$ cat src/rtl/mux_rr_arb.sv
// Round-robin N-channel byte-lane mux with burst hold and a registered output.
// Optional burst limit is enabled by defining MUX_BURST_LIMIT_EN.
//   state | meaning
//   IDLE  | no channel owns the lane
//   HOLD  | channel cur owns the lane while its valid_in stays high
module mux_rr_arb #(
  parameter int DATA_W    = 8,
  parameter int NCH       = 4,
  parameter int MAX_BURST = 16,
  parameter int CH_W      = (NCH > 1) ? $clog2(NCH) : 1
) (
  input  logic                  clk_2f,
  input  logic                  reset,
  input  logic [NCH*DATA_W-1:0] data_in,
  input  logic [NCH-1:0]        valid_in,
  output logic [NCH-1:0]        grant_out,
  output logic [DATA_W-1:0]     data_out,
  output logic                  valid_out,
  output logic [CH_W-1:0]       chan_out
);

  typedef enum logic {IDLE, HOLD} state_t;

  state_t            state, state_nxt;
  logic [CH_W-1:0]   cur, cur_nxt;
  logic [CH_W-1:0]   ptr, ptr_nxt;
  logic [CH_W-1:0]   scan_start, scan_idx;
  logic [CH_W-1:0]   win, sel;
  logic              win_vld, sel_vld;
  logic              keep, limit_hit;
  logic [DATA_W-1:0] sel_data;

  function automatic logic [CH_W-1:0] next_idx(input logic [CH_W-1:0] c);
    if (c == CH_W'(NCH - 1)) return '0;
    return c + CH_W'(1);
  endfunction

`ifdef MUX_BURST_LIMIT_EN
  localparam int CNT_W = $clog2(MAX_BURST + 1);
  logic [CNT_W-1:0] cnt;

  assign limit_hit = (cnt == CNT_W'(MAX_BURST));

  always_ff @(posedge clk_2f) begin
    if (reset)         cnt <= '0;
    else if (!sel_vld) cnt <= '0;
    else if (keep)     cnt <= cnt + CNT_W'(1);
    else               cnt <= CNT_W'(1);
  end
`else
  // MAX_BURST is meaningless here; the term is constant false for legal values.
  assign limit_hit = (MAX_BURST < 1);
`endif

  always_comb begin
    state_nxt  = state;
    cur_nxt    = cur;
    ptr_nxt    = ptr;
    keep       = 1'b0;
    scan_start = ptr;
    win        = '0;
    win_vld    = 1'b0;
    scan_idx   = '0;
    sel        = '0;
    sel_vld    = 1'b0;
    sel_data   = '0;
    grant_out  = '0;

    if (state == HOLD) begin
      if (valid_in[cur] && !limit_hit) begin
        keep = 1'b1;
      end else begin
        // Release moves the pointer past cur before the same-cycle rescan.
        ptr_nxt    = next_idx(cur);
        scan_start = ptr_nxt;
      end
    end

    scan_idx = scan_start;
    for (int i = 0; i < NCH; i++) begin
      if (!win_vld && valid_in[scan_idx]) begin
        win_vld = 1'b1;
        win     = scan_idx;
      end
      scan_idx = next_idx(scan_idx);
    end

    if (keep) begin
      sel     = cur;
      sel_vld = 1'b1;
    end else begin
      sel     = win;
      sel_vld = win_vld;
    end
    if (reset) sel_vld = 1'b0;

    for (int k = 0; k < NCH; k++) begin
      grant_out[k] = sel_vld && (sel == CH_W'(k));
      if (sel == CH_W'(k)) sel_data = data_in[k*DATA_W +: DATA_W];
    end

    state_nxt = sel_vld ? HOLD : IDLE;
    if (sel_vld) cur_nxt = sel;
  end

  always_ff @(posedge clk_2f) begin
    if (reset) begin
      state     <= IDLE;
      cur       <= '0;
      ptr       <= '0;
      data_out  <= '0;
      valid_out <= 1'b0;
      chan_out  <= '0;
    end else begin
      state     <= state_nxt;
      cur       <= cur_nxt;
      ptr       <= ptr_nxt;
      valid_out <= sel_vld;
      data_out  <= sel_vld ? sel_data : '0;
      chan_out  <= sel_vld ? sel : '0;
    end
  end

endmodule

$ cat config.mk
export PLATFORM = sky130hd
export DESIGN_NAME = mux_rr_arb
export DESIGN_NICKNAME = d
export VERILOG_FILES = /design/src/rtl/mux_rr_arb.sv
export SDC_FILE = /design/constraint.sdc
export NUM_CORES = 1
export LEC_CHECK = 0
export CAP_MARGIN = 10
export CORE_UTILIZATION = 62
export DETAILED_ROUTE_END_ITERATION = 10
export DONT_BUFFER_PORTS = 1
export PLACE_DENSITY = 0.83
export SLEW_MARGIN = 0
export SYNTH_ARGS = -nofsm -noshare
export SYNTH_HDL_FRONTEND = slang
export SYNTH_SLANG_ARGS = --single-unit
$ cat constraint.sdc
create_clock -name clk_2f -period 3.5 [get_ports clk_2f]
set_input_delay 0.525 -clock clk_2f [delete_from_list [all_inputs] [get_ports clk_2f]]
set_output_delay 0.525 -clock clk_2f [all_outputs]
set_load 0.02 [all_outputs]
==> out/metrics.csv <==
stage,metric,value,unit
synthesis,Cell variety after synth,45,
synthesis,"Avg Cell Area, Syn",9.10,um2
global_routing,total grt overflow,0,
clock_tree,CTS tree,yes,
drt,routed wl met3,191,um
global_routing,first-pass GRT wire length,4.01,mm
synthesis,register bit count reported by yosys,15,
placed_design,Post-DP HPWL,1.98,mm
global_routing,largest net degree at the start of global routing,20,
placed_design,Routability Congestion,0.857,
run,MaxCap Viol Count,0,
layout,most frequent cells in the layout,"nor2_1 (21), mux2i_1 (14), dfxtp_1 (14)",
layout,Final Core Density,67.9,%
layout,ant diodes,0,
worst_setup_path,Startpoint Class,flip-flop,
timing,Worst Skew,0.00821,ns
clock_tree,# hold bufs at CTS,0,
floorplan,Core Area,1960,um2
floorplan,DIE AREA,2290,um2
synthesis,YS warnings,0,
drt,uppermost layer routed,met4,
pwr,Worst VDD drop,0.320,mV
timing,setup TNS,0,ns
worst_setup_path,CP max FO,19,
worst_setup_path,max incr delay on CP,0.41,ns
timing,RSZ-0062 raised after global routing,false,
clock_tree,CTS clock-pin slew for the worst setup and hold paths,0.09,ns
timing,Hold Slack,0.288,ns
clock_tree,clk sinks,15,
clock_tree,CTS max path bufs,2,
drt,Met2 Wirelength,1.41,mm
worst_setup_path,CP Cell Sequence,"mux2_4, a2bb2o_4, mux2_2, o311a_1, a211oi_4, nor4b_1, buf_4",
worst_setup_path,"Data arrival, critical path",2.80,ns
drt,Post-DRT Antenna Nets,0,
timing,Final WS setup,0.173,ns
global_routing,initial antenna violation count,0,
layout,"commonest non-fill, non-tap cell in the layout",nor2_1,
timing,Final period util,95.0,%
floorplan,Die Y,47.8,um
timing,Achievable Freq,301,MHz
timing,Slew headroom,67.0,%
pwr,pwr/cell area,513,nW/um2
hold_path,worst min path class,in -> reg,
clock_tree,H-tree depth,1,
timing,"Slew Viols, Final",0,
worst_setup_path,CP max-delay cell,dfxtp_2,
floorplan,Starting Density,66.3,%
timing,Tmin final,3.33,ns
synthesis,part of the Yosys area used for sequential elements,23.1,%
global_routing,GRT Resource Usage Total,25.1,%
timing,final hold vios,0,
floorplan,Cell Rows,16,
clock_tree,"Clk Latency, worst-skew pair",0.29,ns
drt,vias per cell,6.45,
drt,DRC errors left,0,
timing,worst slew pin tran,0.495,ns
worst_setup_path,critical path data required time,2.97,ns
floorplan,chip width,47.8,um
floorplan,I/O pins,53,
worst_setup_path,kind of critical path,reg -> out,
pwr,Leak,0.486,nW
synthesis,Syn Inst Count,143,
placed_design,"worst slack, placed",0.406,ns
worst_setup_path,critical path endpoint category,output pin,
outcome,status,"finished, final reports clean",
drt,DRT iter0 DRCs,27,
clock_tree,Inserted Clock Buffers,3,
drt,DR WL/cell,16.5,um
drt,WL met1,1.12,mm
pwr,overall power,0.683,mW
timing,setup violators final,0,
global_routing,vias in the first global route,912,
layout,fin nets,179,
drt,first-pass iteration count of the detailed router,5,
clock_tree,Root Driver,clkbuf_4,
layout,Synth-to-Final Area Change,2.31,%
drt,total routed wirelength,2.75,mm
layout,proportion of layout cells with a drive suffix above 1,25.9,%
synthesis,Mapped Area,1300,um2
drt,DR vias,1070,
placed_design,I/O Buffers,0,
synthesis,Post-Syn Nets,182,
## cells by family (layout without fill, tap and decap cells)
family                     after synthesis  count (layout)  share of synthesized area (%)
DFF                                     15              15                           23.1
buffers and inverters                   18              14                           8.36
and+or+nand+nor                         52              52                           21.1
AOI/OAI and AO/OA                       31              31                           25.2
muxes                                   26              26                           21.3
adders and majority gates                1               1                          0.961
## where the power goes
| group | total [mW] | internal (mW) | switching (mW) |
|---|---|---|---|
| Clock | 0.0998 | 0.0443 | 0.0554 |
| Sequential | 0.262 | 0.204 | 0.0583 |
| Combinational | 0.322 | 0.159 | 0.163 |
| Total | 0.683 | 0.407 | 0.277 |
## metrics by stage
step	area, um2	cells
floorplan	1300	143
global placement	1290	162
detailed placement	1290	162
CTS	1310	166
global route	1330	166
finish	1330	166
## worst max-delay path, delay by kind of cell, from the launching register on
family | cells | cell delay (ns)
compound gates | 3 | 0.86
mux | 2 | 0.72
flops | 1 | 0.41
simple gates | 1 | 0.31
buf+inv | 1 | 0.20
## area by class of cell
type	instances	area, um2
Timing Repair Buffer	6	48.8
Multi-Input combinational cell	110	906
Inverter	4	15.0
Sequential cell	15	302
Tap cell	27	33.8
Fill cell	169	631
Clock buffer	4	26.3
## registers in the layout (all words and copies together), names as in the netlist
register and flops:
valid_out 1, ptr 2, data_out 8, chan_out 2, cur 2
## timing repair
action                     CTS  global route
gates resized for setup      0             5
setup endpoints to repair    0             2
hold endpoints to repair     0             0
setup buffers                0             0
## Yosys cell counts, drive strengths merged
library cell  count  share of area (%)
nand2b            2               0.96
buf               8                5.4
and3              2               0.96
a22oi             1               0.58
nor3b             4                2.3
nand3             1               0.38
a311oi            1               0.67
a21oi             2               0.77
a31o              2                1.3
o311a             2                1.5
nor3              2               0.77
mux2             11                9.8
nor4b             1               0.67
inv               4                1.2
o21ai             1               0.38
nand4b            1               0.67
a2bb2o            1                1.5
and2              3                1.4
o22ai             1               0.48
ha                1               0.96
o22a              1               0.67
nand3b            2                1.2
a211oi            1               0.96
nand2             4                1.2
or3               2               0.96
and3b             1               0.67
a2111oi          10                 11
o21a              1               0.58
o2bb2ai           1               0.67
a31oi             2               0.96
a221oi            1               0.67
nor2             21                6.1
or2               1               0.48
nor2b             5                2.4
clkbuf            6                1.8
dfxtp            15                 23
mux2i            15                 12
o31ai             3                2.8
## per-layer routing
| layer | vias up | global-route usage [%] |
|---|---|---|
| met2 | 42 | 36.8 |
| met1 | 499 | 33.5 |
| met5 | - | 0 |
| met4 | 0 | 9.44 |
| met3 | 4 | 9.43 |
| li1 | 525 | - |
## final timing paths
path	start	to	slack (ns)	cells after the start
worst min register to register	cur[0]$_SDFFE_PP0N_	cur[0]$_SDFFE_PP0N_	0.59	1
worst max-delay path	cur[0]$_SDFFE_PP0N_	grant_out[0]	0.17	7
worst max register to register	cur[1]$_SDFFE_PP0N_	data_out[1]$_SDFF_PP0_	0.62	9
worst min-delay path	reset	data_out[7]$_SDFF_PP0_	0.29	1
No activity file was read; power rests on OpenSTA's default activity.
